File: src/rtl/ps2_pkg.sv
// Shared types and constants for the PS/2 host-to-device command transmitter.
// Frame on the wire: start(0), eight data bits LSB first, odd parity, stop(1), device ack.
package ps2_pkg;

   typedef enum logic [2:0] {
      StIdle     = 3'd0,
      StInhibit  = 3'd1,
      StRts      = 3'd2,
      StData     = 3'd3,
      StAck      = 3'd4,
      StWaitIdle = 3'd5
   } ps2_state_e;

   localparam int unsigned DefInhibitCycles = 5000;
   localparam int unsigned DefTimeoutCycles = 750000;
   // Device clock falls in one host-to-device frame, including the ack.
   localparam int unsigned FrameFalls       = 11;

   function automatic logic odd_parity(input logic [7:0] data);
      return ~^data;
   endfunction

endpackage

File: src/rtl/ps2_cmd_tx_if.sv
// Command handshake and completion status between a host controller and ps2_cmd_tx.
interface ps2_cmd_tx_if;

   logic       cmd_valid;
   logic [7:0] cmd_data;
   logic       cmd_ready;
   logic       tx_done;
   logic       tx_error;
   logic       busy;

   modport master (
      output cmd_valid,
      output cmd_data,
      input  cmd_ready,
      input  tx_done,
      input  tx_error,
      input  busy
   );

   modport slave (
      input  cmd_valid,
      input  cmd_data,
      output cmd_ready,
      output tx_done,
      output tx_error,
      output busy
   );

endinterface

File: src/rtl/ps2_sync_edge.sv
// Two-flop synchronizer for an asynchronous PS/2 line plus falling-edge detect.
// Flops reset to 1 so an idle (released) line never produces a spurious fall.
module ps2_sync_edge (
   input  logic clk,
   input  logic reset,
   input  logic line_in,
   output logic sync,
   output logic fall
);

   logic meta_q;
   logic sync_q;
   logic prev_q;

   always_ff @(posedge clk) begin
      if (reset) begin
         meta_q <= 1'b1;
         sync_q <= 1'b1;
         prev_q <= 1'b1;
      end else begin
         meta_q <= line_in;
         sync_q <= meta_q;
         prev_q <= sync_q;
      end
   end

   assign sync = sync_q;
   assign fall = prev_q & ~sync_q;

endmodule

File: src/rtl/ps2_cmd_tx.sv
// PS/2 host command sender: inhibit the clock, request-to-send, shift out one byte
// with odd parity on device clock falls, then check the device acknowledge.
module ps2_cmd_tx
   import ps2_pkg::*;
#(
   parameter int unsigned CLK_HZ         = 50000000,
   parameter int unsigned INHIBIT_CYCLES = DefInhibitCycles,
   parameter int unsigned TIMEOUT_CYCLES = DefTimeoutCycles
) (
   input  logic        clk,
   input  logic        reset,
   ps2_cmd_tx_if.slave cmd,
   input  logic        ps2_clk_in,
   input  logic        ps2_dat_in,
   output logic        ps2_clk_oe,
   output logic        ps2_dat_oe
);

   localparam int unsigned CntMax = (INHIBIT_CYCLES > TIMEOUT_CYCLES) ? INHIBIT_CYCLES
                                                                      : TIMEOUT_CYCLES;
   localparam int unsigned CntW   = $clog2(CntMax + 1);
   localparam int unsigned FallW  = $clog2(FrameFalls + 1);
   localparam int unsigned unused_clk_hz = CLK_HZ;

   localparam logic [CntW-1:0]  InhibitLast = CntW'(INHIBIT_CYCLES - 1);
   localparam logic [CntW-1:0]  TimeoutLast = CntW'(TIMEOUT_CYCLES - 1);
   // Fall count already seen when the stop-bit fall arrives.
   localparam logic [FallW-1:0] StopFallCnt = FallW'(FrameFalls - 2);

   ps2_state_e       state_q, state_d;
   logic [CntW-1:0]  cnt_q, cnt_d;
   logic [FallW-1:0] fall_cnt_q, fall_cnt_d;
   logic [8:0]       shift_q, shift_d;
   logic             clk_oe_q, clk_oe_d;
   logic             dat_oe_q, dat_oe_d;
   logic             done_q, done_d;
   logic             err_q, err_d;

   logic clk_sync;
   logic clk_fall;
   logic dat_sync;
   logic unused_dat_fall;
   logic timeout;
   logic in_frame;

   ps2_sync_edge u_clk_sync (
      .clk     (clk),
      .reset   (reset),
      .line_in (ps2_clk_in),
      .sync    (clk_sync),
      .fall    (clk_fall)
   );

   ps2_sync_edge u_dat_sync (
      .clk     (clk),
      .reset   (reset),
      .line_in (ps2_dat_in),
      .sync    (dat_sync),
      .fall    (unused_dat_fall)
   );

   assign timeout  = (cnt_q == TimeoutLast);
   assign in_frame = state_q inside {StRts, StData, StAck, StWaitIdle};

   always_comb begin
      state_d    = state_q;
      cnt_d      = cnt_q + CntW'(1);
      fall_cnt_d = fall_cnt_q;
      shift_d    = shift_q;
      clk_oe_d   = 1'b0;
      dat_oe_d   = dat_oe_q;
      done_d     = 1'b0;
      err_d      = 1'b0;

      case (state_q)
         StIdle: begin
            cnt_d    = '0;
            dat_oe_d = 1'b0;
            if (cmd.cmd_valid) begin
               shift_d  = {odd_parity(cmd.cmd_data), cmd.cmd_data};
               clk_oe_d = 1'b1;
               state_d  = StInhibit;
            end
         end

         StInhibit: begin
            if (cnt_q == InhibitLast) begin
               state_d    = StRts;
               cnt_d      = '0;
               fall_cnt_d = '0;
               dat_oe_d   = 1'b1;
            end else begin
               clk_oe_d = 1'b1;
            end
         end

         StRts: begin
            if (clk_fall) begin
               dat_oe_d   = ~shift_q[0];
               shift_d    = {1'b0, shift_q[8:1]};
               fall_cnt_d = FallW'(1);
               state_d    = StData;
            end
         end

         StData: begin
            if (clk_fall) begin
               fall_cnt_d = fall_cnt_q + FallW'(1);
               if (fall_cnt_q == StopFallCnt) begin
                  dat_oe_d = 1'b0;
                  state_d  = StAck;
               end else begin
                  // Bits 1..7, then parity once the data byte has shifted out.
                  dat_oe_d = ~shift_q[0];
                  shift_d  = {1'b0, shift_q[8:1]};
               end
            end
         end

         StAck: begin
            if (clk_fall) begin
               fall_cnt_d = fall_cnt_q + FallW'(1);
               if (dat_sync) begin
                  err_d   = 1'b1;
                  state_d = StIdle;
               end else begin
                  state_d = StWaitIdle;
               end
            end
         end

         StWaitIdle: begin
            if (clk_sync && dat_sync) begin
               done_d  = 1'b1;
               state_d = StIdle;
            end
         end

         default: begin
            state_d  = StIdle;
            cnt_d    = '0;
            dat_oe_d = 1'b0;
         end
      endcase

      // Timeout wins over any same-cycle ack or done.
      if (in_frame && timeout) begin
         state_d  = StIdle;
         dat_oe_d = 1'b0;
         done_d   = 1'b0;
         err_d    = 1'b1;
      end
   end

   always_ff @(posedge clk) begin
      if (reset) begin
         state_q    <= StIdle;
         cnt_q      <= '0;
         fall_cnt_q <= '0;
         shift_q    <= '0;
         clk_oe_q   <= 1'b0;
         dat_oe_q   <= 1'b0;
         done_q     <= 1'b0;
         err_q      <= 1'b0;
      end else begin
         state_q    <= state_d;
         cnt_q      <= cnt_d;
         fall_cnt_q <= fall_cnt_d;
         shift_q    <= shift_d;
         clk_oe_q   <= clk_oe_d;
         dat_oe_q   <= dat_oe_d;
         done_q     <= done_d;
         err_q      <= err_d;
      end
   end

   assign ps2_clk_oe    = clk_oe_q;
   assign ps2_dat_oe    = dat_oe_q;
   assign cmd.tx_done   = done_q;
   assign cmd.tx_error  = err_q;
   assign cmd.busy      = (state_q != StIdle);
   assign cmd.cmd_ready = (state_q == StIdle) && !reset;

endmodule

File: src/flat_wrapper.sv
// flat-port wrapper written by rule: the top's interface ports become plain ports
module ps2_cmd_tx_flat import ps2_pkg::*;
#(
   parameter int unsigned CLK_HZ         = 50000000,
   parameter int unsigned INHIBIT_CYCLES = DefInhibitCycles,
   parameter int unsigned TIMEOUT_CYCLES = DefTimeoutCycles
)
  (clk, reset, ps2_clk_in, ps2_dat_in, ps2_clk_oe, ps2_dat_oe, cmd_cmd_valid, cmd_cmd_data, cmd_cmd_ready, cmd_tx_done, cmd_tx_error, cmd_busy);
  ps2_cmd_tx_if cmd_i ();
  input  logic clk;
  input  logic reset;
  input  logic ps2_clk_in;
  input  logic ps2_dat_in;
  output logic ps2_clk_oe;
  output logic ps2_dat_oe;
  input wire logic [$bits(cmd_i.cmd_valid)-1:0] cmd_cmd_valid;
  input wire logic [$bits(cmd_i.cmd_data)-1:0] cmd_cmd_data;
  output wire logic [$bits(cmd_i.cmd_ready)-1:0] cmd_cmd_ready;
  output wire logic [$bits(cmd_i.tx_done)-1:0] cmd_tx_done;
  output wire logic [$bits(cmd_i.tx_error)-1:0] cmd_tx_error;
  output wire logic [$bits(cmd_i.busy)-1:0] cmd_busy;
  assign cmd_i.cmd_valid = cmd_cmd_valid;
  assign cmd_i.cmd_data = cmd_cmd_data;
  assign cmd_cmd_ready = cmd_i.cmd_ready;
  assign cmd_tx_done = cmd_i.tx_done;
  assign cmd_tx_error = cmd_i.tx_error;
  assign cmd_busy = cmd_i.busy;
  ps2_cmd_tx #(.CLK_HZ(CLK_HZ), .INHIBIT_CYCLES(INHIBIT_CYCLES), .TIMEOUT_CYCLES(TIMEOUT_CYCLES)) u_core (.clk(clk), .reset(reset), .cmd(cmd_i), .ps2_clk_in(ps2_clk_in), .ps2_dat_in(ps2_dat_in), .ps2_clk_oe(ps2_clk_oe), .ps2_dat_oe(ps2_dat_oe));
endmodule
File: config.mk
export PLATFORM = sky130hd
export DESIGN_NAME = ps2_cmd_tx_flat
export DESIGN_NICKNAME = d
export VERILOG_FILES = /design/src/rtl/ps2_pkg.sv /design/src/rtl/ps2_cmd_tx_if.sv /design/src/rtl/ps2_sync_edge.sv /design/src/rtl/ps2_cmd_tx.sv /design/src/flat_wrapper.sv
export SDC_FILE = /design/constraint.sdc
export NUM_CORES = 1
export LEC_CHECK = 0
export BUFFER_PORTS_ARGS = -buffer_cell sky130_fd_sc_hd__clkbuf_2
export CAP_MARGIN = 0
export CELL_PAD_IN_SITES_DETAIL_PLACEMENT = 0
export CELL_PAD_IN_SITES_GLOBAL_PLACEMENT = 2
export CORE_MARGIN = 2
export CORE_UTILIZATION = 38
export CTS_BUF_LIST = sky130_fd_sc_hd__clkbuf_8
export DETAILED_ROUTE_END_ITERATION = 8
export PLACE_DENSITY_LB_ADDON = 0.2
export SLEW_MARGIN = 20
export SYNTH_ARGS = -nofsm -noshare
export SYNTH_HDL_FRONTEND = slang
export SYNTH_HIERARCHICAL = 1
export SYNTH_SLANG_ARGS = --single-unit
File: constraint.sdc
create_clock -name clk -period 2.2 [get_ports clk]
set_input_delay 0.22 -clock clk [delete_from_list [all_inputs] [get_ports clk]]
set_output_delay 0.22 -clock clk [all_outputs]
set_load 0.005 [all_outputs]
Word-level counts from Yosys, hierarchy flattened --
Cells that the tools add are included.
Operators by class: add/subtract/negate cells 2, equal/unequal tests 17, mux-type cells 33, bitwise logic cells 5, reduce and logical (&&, ||, !) cells 19
Operator list (number):
- one-hot mux 20 bit (2 select lines) | 1
- 2-to-1 mux 9 bit | 4
- one-hot mux 9 bit (3 select lines) | 1
- 2-to-1 mux 3 bit | 8
- adder 20 x 1 -> 20 bit, second input constant | 1
- equality test 20 x 13 -> 1 bit, second input constant | 1
- equality test 20 bit, second input constant | 1
- 2-to-1 mux 20 bit | 1
- one-hot mux 3 bit (6 select lines) | 1
- 2-to-1 mux 4 bit | 3
- one-hot mux 4 bit (3 select lines) | 1
- 2-to-1 mux 1 bit | 11
- != test 2 x 1 -> 1 bit, second input constant | 5
- nonzero test 3 bit | 3
- != test 2 bit, second input constant | 4
- AND reduction 4 bit | 2
- XNOR reduction 8 bit | 1
- AND reduction 7 bit | 1
- equality test 3 x 2 -> 1 bit, second input constant | 2
- equality test 3 bit, second input constant | 2
- OR reduction 2 bit | 3
- AND reduction 5 bit | 1
- adder 4 x 1 -> 4 bit, second input constant | 1
- equality test 4 bit, second input constant | 1
- 11 further kinds | 16
Storage, ports and cells: register bits 45, output and inout port bits 6, logic and storage cells 89

Longest topological paths before layout --
Gate-level depths: netlist of run 1.
depth after elaboration 5, gate-level depth with buffers 8, gate-level depth less buffers 7

Modules after synthesis --
Netlist of run 1, hierarchy kept.
Modules (own cells, without submodules):
- ps2_cmd_tx | times used 1, cells an instance 240, area an instance 2115.8 um2, seq. area each 800.8 um2
- ps2_sync_edge | times used 2, cells an instance 7, area an instance 85.1 um2, seq. area each 60.1 um2

Least setup slack after synthesis of run 1 --
Ideal clock, no wire load.
path type flip-flop to flip-flop, start point register u_core.state_q[2], end point register u_core.dat_oe_q, in the netlist u_core/ps2_dat_oe, setup time 122 ps, arrival time 1532 ps, data required time 2078 ps, setup slack 546 ps, cell stages (with the launch flop) 6, path buffers 1, period minus slack after synthesis 1654 ps, cell sequence dfxtp_1 inv_1 ha_1 clkbuf_1 and4b_1 o311a_1
On the way: longest elaborated chain between the ends 4
Ends and longest elaborated chain:
- start: declaration | RTL line ps2_cmd_tx.sv:30 | ps2_state_e state_q, state_d;
- start signal: assignment | RTL line ps2_cmd_tx.sv:157 | state_q <= StIdle;
- start signal: assignment | RTL line ps2_cmd_tx.sv:166 | state_q <= state_d;
- equality test 3 x 2 -> 1 bit or equality test 3 bit (tied branches) | RTL line ps2_cmd_tx.sv:63, ps2_cmd_tx.sv:75
- nonzero test 4 bit or OR reduction 2 bit (tied branches)
- logical AND 1 bit or NOT 1 bit (tied branches)
- OR reduction 2 bit (no line) or AND reduction 4 bit (tied branches)
- end signal: assignment | RTL line ps2_cmd_tx.sv:171 | dat_oe_q <= dat_oe_d;
- end: declaration | RTL line ps2_cmd_tx.sv:35 | logic dat_oe_q, dat_oe_d;
Several ways; a longest one is shown, not always the timed one. A chain may end at the register's enable or synchronous reset.

Worst setup path after layout of run 1 --
start point register u_core.cnt_q[0], end point register u_core.fall_cnt_q[1]
On the way: longest elaborated chain between the ends 3
Ends and longest elaborated chain:
- start: declaration | RTL line ps2_cmd_tx.sv:31 | logic [CntW-1:0] cnt_q, cnt_d;
- start signal: assignment | RTL line ps2_cmd_tx.sv:167 | cnt_q <= cnt_d;
- equality test 20 x 13 -> 1 bit | RTL line ps2_cmd_tx.sv:87 | if (cnt_q == InhibitLast) begin
- != test 2 x 1 -> 1 bit (no line)
- AND reduction 4 bit (no line)
- end signal: assignment | RTL line ps2_cmd_tx.sv:168 | fall_cnt_q <= fall_cnt_d;
- end: declaration | RTL line ps2_cmd_tx.sv:32 | logic [FallW-1:0] fall_cnt_q, fall_cnt_d;
No other way between the ends.

==> results of run 1 <==
layer usage:
layer  global-route usage (%)  wire, um
met3                     4.00       138
met5                        0         0
met4                     4.58        36
met1                     18.9      2210
met2                     24.7      2060
registers in the layout, summed over array words and instances, names as in the netlist, 3 cells and up:
name and count:
u_core/cnt_q 20, u_core/fall_cnt_q 4, u_core/shift_q 9, u_core/state_q 3
layout make-up:
class                   count  share of cell area, %
clock buffers               6                   3.23
clock inverters             2                   1.32
inverters                   9                   1.32
multi-input cells         188                   49.8
flip-flops and latches     45                   35.2
well taps                  75                   3.67
repair buffers             23                   5.48
power groups by stage:
stage          combinational, mW  clock (mW)  sequential, mW
2_1_floorplan              0.713           0            1.03
6_report                   0.920       0.642            1.04
3_3_place_gp               0.929           0            1.06
5_1_grt                     1.04       0.701            1.06
3_5_place_dp               0.923           0            1.06
4_1_cts                    0.928       0.661            1.04
how the worst max path moves through the flow:
stage               depth (start not counted)  slack [ps]                              start                                 to
floorplan                                   5         550     u_core/state_q[2]$_SDFFE_PP0P_     u_core/ps2_dat_oe$_SDFFE_PP0P_
global placement                            6         370         u_core/cnt_q[0]$_SDFF_PP0_  u_core/fall_cnt_q[1]$_SDFFE_PP0P_
detailed placement                          6         370         u_core/cnt_q[0]$_SDFF_PP0_  u_core/fall_cnt_q[1]$_SDFFE_PP0P_
CTS                                         6         340         u_core/cnt_q[0]$_SDFF_PP0_  u_core/fall_cnt_q[1]$_SDFFE_PP0P_
global route                                7         160  u_core/fall_cnt_q[1]$_SDFFE_PP0P_     u_core/shift_q[5]$_SDFFE_PP0P_
finish                                      6         380         u_core/cnt_q[0]$_SDFF_PP0_  u_core/fall_cnt_q[1]$_SDFFE_PP0P_
per-stage QoR:
stage,hold WS (ps),utilization (%),cell area (um^2),cells
2_1_floorplan,317,-,2250,251
3_3_place_gp,388,42.0,2440,340
3_5_place_dp,399,42.0,2440,340
4_1_cts,84.7,44.0,2560,348
5_1_grt,80.7,44.0,2560,348
6_report,91.6,44.0,2560,348
cell usage in the layout, fill, tap and decap left out, types with 2 or more instances in the layout:
cell / instances
a21oi_1: 7
mux2i_1: 8
nor3_1: 4
nor2_1: 40
ha_1: 6
or2_1: 5
a21o_1: 2
and4_1: 2
a211oi_1: 8
and2_1: 2
nand3_1: 9
buf_4: 4
o21bai_1: 3
clkbuf_2: 18
nor2b_1: 3
clkbuf_8: 6
inv_1: 10
and3_1: 6
nand2_1: 10
xor2_1: 4
nor3b_1: 3
dfxtp_1: 45
o21ai_0: 8
nor4_1: 3
xnor2_1: 21
and3_2: 2
nand4_1: 4
o311a_1: 2
==> impl_results.md, run 1 <==
* CP required at 2430 ps
* P_leak at 0.954 nW
* PwrDens at 1020 nW/um^2
* Drt first pass iters at 4
* Fillers at 607
* Critical path capture point type: flop
* Ant diodes at 0
* # rows at 28
* FF-to-FF End: u_core/fall_cnt_q[1]$_SDFFE_PP0P_
* Drt wl/cell at 12.8 um
* Worst setup path class: reg2reg
* Hold Path Depth at 2
* Synthesized area per cell at 8.98 um^2
* Gr ovfl total at 0
* Worst-path clk slew at 90 ps
* Fin. Hold Viols at 0
* Vias in the first global route at 1615
* CTS H-tree depth at 2
* Share of cells above drive strength 1 at 16.1%
* Critical Path Start Type: flop
* Num CTS Buffers at 5
* First-pass GRT wire length at 7530 um
* Critical path's slowest cell: dfxtp_1
* Delay-heaviest family, CP: simple AND/OR/NAND/NOR gates
* Max incr delay on CP at 370 ps
* Setup bufs post-CTS at 0
* Min Tclk post-route at 1820 ps
* Synth Warn # at 6
* Clk pwr share at 24.7%
* Clock skew at 9.70 ps
* Final Power at 2.60 mW
* Sw power at 881 uW
* Antenna-violating nets left at 0
* WP buf/inv at 0
* Routed WL at 4450 um
* Clk_lat worst skew at 290 ps
* P_int at 1.72 mW
* Critical path cell sequence: ha_1 -> nor4bb_1 -> and3_2 -> a31oi_2 -> or3b_1 -> a21oi_1
* Setup tns final at 0 ps
* Total number of vias at 1759
* RSZ-0062 raised after global routing: false
* Hold path endpoint: u_core/u_dat_sync/meta_q$_SDFF_PP1_
* Vias per cell at 5.05
* Post-synthesis net count at 270
* Starting Density at 38.7%
* Die Height at 81.0 um
* Setup WS post-layout at 375 ps
* Relative slew slack at 58.9%
* R2r startpoint: u_core/cnt_q[0]$_SDFF_PP0_
* # clock sinks at 45
* Tcrit/Tclk final at 82.9%
* Gpl congestion at 0.738
* Resized cells post-CTS at 0
* Io pins at 19
* Net Sw Frac at 33.8%
* Die area at 6560 um^2
* Slew @ Worst Pin at 611 ps
* 1st-iter DRT viols at 61
* # nets final at 291
* Port buffer count at 18
* Multi-input logic area at 1270 um^2
* Hold Startpoint: ps2_dat_in
* Root buf cell: clkbuf_8
* Final setup viols at 0
* FF-to-FF setup slack at 380 ps
* Post-synthesis cell count at 251
* Reg power frac at 40.0%
* Hpwl dp at 3200 um
* Max cap viols at 0
* Die W at 81.0 um
* Peak Freq at 548 MHz
* Total core area at 5820 um^2
* CTS tree: built
* Area growth, synth to finish at 13.5%
* Initial antenna violation count at 0
* Crit-path max FO at 5
* Worst EP arrival at 2050 ps
* Max Root-Sink Buffers at 2
* Synth Cell Area at 2250 um^2
* FF-to-FF path depth at 6
* FF/Latch Area at 901 um^2
* Gr usage total at 14.9%
* Worst slack, placed at 365 ps
* Hold Path Class: in2reg
* Comb pwr share at 35.3%
* Pins Over Slew Limit at 0
* Largest net degree at the start of global routing at 24
* Status: complete, no violations
* Residual DRC at 0
* Peak VDD IR at 0.454 mV
* CTS Hold Buffers Added at 0
(Power assumes the default switching activity.)
==> run 2: changes to the inputs <==
- clock period: 2.2 -> 1.9 ns (I/O delays scaled with it)
==> run 2 against run 1 <==
Against the previous run:
- combinational power increased by 18%
- flip-flop and latch count unchanged
- power increased by 11%
- clock power decreased by 13%
==> impl_results.md, run 2 (synthesis results as in run 1) <==
* Status: complete, no violations
* Root buf cell: clkbuf_8
* Share of cells above drive strength 1 at 18.9% (+2.7 points)
* CP required at 2080 ps (-350 ps)
* Vias in the first global route at 1730 (+7.1%)
* CTS tree: built
* Io pins at 19 (unchanged)
* Gpl congestion at 0.764 (+3.4%)
* Max cap viols at 0 (unchanged)
* R2r startpoint: u_core/cnt_q[0]$_SDFF_PP0_
* Critical Path Start Type: flop
* Total core area at 5820 um^2 (unchanged)
* First-pass GRT wire length at 7940 um (+5.5%)
* Gr usage total at 15.5% (+0.61 points)
* Crit-path max FO at 20 (+15)
* Peak Freq at 569 MHz (+3.8%)
* FF-to-FF End: u_core/cnt_q[17]$_SDFF_PP0_
* Most frequent cells in the layout: 45 x dfxtp_1, 40 x nor2_1, 21 x xnor2_1, 18 x clkbuf_2, 11 x buf_4
* Total number of vias at 1799 (+2.3%)
* Met2 track demand over resource at 25.5% (+0.74 points)
* Antenna-violating nets left at 0 (unchanged)
* 1st-iter DRT viols at 51 (-16%)
* FF-to-FF path depth at 7 (+1)
* Clk_lat worst skew at 290 ps (about the same)
* Drt first pass iters at 4 (unchanged)
* Starting Density at 38.7% (unchanged)
* CTS H-tree depth at 2 (unchanged)
* Final setup viols at 0 (unchanged)
* Num CTS Buffers at 5 (unchanged)
* Ant diodes at 0 (unchanged)
* Area growth, synth to finish at 15.0%
* # nets final at 299 (+2.7%)
* Max reg flops at 20 (unchanged)
* Worst EP arrival at 1940 ps (-110 ps)
* Port buffer count at 18 (unchanged)
* Met1 usage at 20.8% (+1.9 points)
* Most Crowded Layer GR: met2
* Hold Path Class: in2reg
* Peak VDD IR at 0.784 mV (+73%)
* Tcrit/Tclk final at 92.5% (+9.6 points)
* Fin. Hold Viols at 0 (unchanged)
* Critical path capture point type: flop
* Biggest regs: u_core/cnt_q (20), u_core/shift_q (9), u_core/fall_cnt_q (4)
* Setup tns final at 0 ps (unchanged)
* # rows at 28 (unchanged)
* Relative slew slack at 70.1% (+11 points)
* # clock sinks at 45 (unchanged)
* P_leak at 0.979 nW (+2.7%)
* Vias per cell at 5.05 (about the same)
* Biggest register: u_core/cnt_q
* Hpwl dp at 3340 um (+4.4%)
* Drt wl/cell at 12.9 um (+0.87%)
* Worst-path clk slew at 80 ps (about the same)
* Gr ovfl total at 0 (unchanged)
* Routed WL at 4590 um (+3.2%)
* Die W at 81.0 um (unchanged)
* Pins Over Slew Limit at 0 (unchanged)
* Min Tclk post-route at 1760 ps (-66.6 ps)
* Fillers at 596 (-1.8%)
* Initial antenna violation count at 0 (unchanged)
* Largest net degree at the start of global routing at 21 (-13%)
* Clock skew at 7.69 ps (-2.01 ps)
* Final Power at 2.88 mW (+11%)
* Slew @ Worst Pin at 448 ps (-164 ps)
* FF/Latch Area at 901 um^2 (unchanged)
* RSZ-0062 raised after global routing: false
* Multi-input logic area at 1280 um^2 (+0.20%)
* Die Height at 81.0 um (unchanged)
* Critical path endpoint: u_core/cnt_q[17]$_SDFF_PP0_
* Commonest non-fill, non-tap cell in the layout: dfxtp_1
* Die area at 6560 um^2 (unchanged)
* Residual DRC at 0 (unchanged)
* Worst setup path class: reg2reg
* Max Root-Sink Buffers at 2 (unchanged)
* PwrDens at 1110 nW/um^2 (+9.3%)
* Met3 Resource Use GR at 3.44% (-0.56 points)
* FF-to-FF setup slack at 140 ps (-230 ps)
* Worst Setup SP: u_core/cnt_q[0]$_SDFF_PP0_
==> run 2: power by group <==
part | internal [mW] | switching (mW) | leakage, nW | total [mW]
sequential | 1.10 | 0.134 | 0.367 | 1.23
combinational | 0.520 | 0.573 | 0.564 | 1.09
clock | 0.250 | 0.307 | 0.0491 | 0.557
==> run 2: worst min path at each step <==
stage                     startpoint                                  end  cells past startpoint
after floorplan           ps2_clk_in  u_core/u_clk_sync/meta_q$_SDFF_PP1_                      1
after global placement    ps2_clk_in  u_core/u_clk_sync/meta_q$_SDFF_PP1_                      2
after global routing      ps2_dat_in  u_core/u_dat_sync/meta_q$_SDFF_PP1_                      2
after CTS                 ps2_dat_in  u_core/u_dat_sync/meta_q$_SDFF_PP1_                      2
after detailed placement  ps2_dat_in  u_core/u_dat_sync/meta_q$_SDFF_PP1_                      2
final                     ps2_dat_in  u_core/u_dat_sync/meta_q$_SDFF_PP1_                      2
==> run 2: repair_timing <==
action	4_1_cts	5_1_grt
resized for setup	0	2
endpoints found under the setup margin	0	32
hold buffers	0	0
setup buffers	0	3
==> run 2: routing by layer <==
metal  up-vias  routed length (um)
met3         2                 152
met1       841                2230
met5         -                   0
met4         0                  26
li1        933                   -
met2        23                2180
==> run 2: final cells by class <==
type	count	share of cell area, %
clock buffer	5	2.66
clock inverter	3	0.531
inverter	9	1.30
multi-input combinational	188	49.3
sequential	45	34.8
tap	75	3.62
timing repair buffer	31	7.87
==> run 2: critical path, cell delays in order (launching register included) <==
cell      delay [ps]
dfxtp_1          370
ha_1             200
nor4bb_1         280
and3_2           260
a21boi_2          90
o21bai_1         170
buf_6            220
nor2_1            70
==> run 2: stage by stage <==
stage	cell area, um^2	hold WS [ps]	std cells	setup WS, ps	util (%)
5_1_grt	2590	80.8	356	1.64	44.6
2_1_floorplan	2250	287	251	246	-
4_1_cts	2550	71.7	353	78.1	43.8
6_report	2590	77.3	356	142	44.6
3_3_place_gp	2470	368	345	104	42.4
3_5_place_dp	2470	372	345	116	42.4
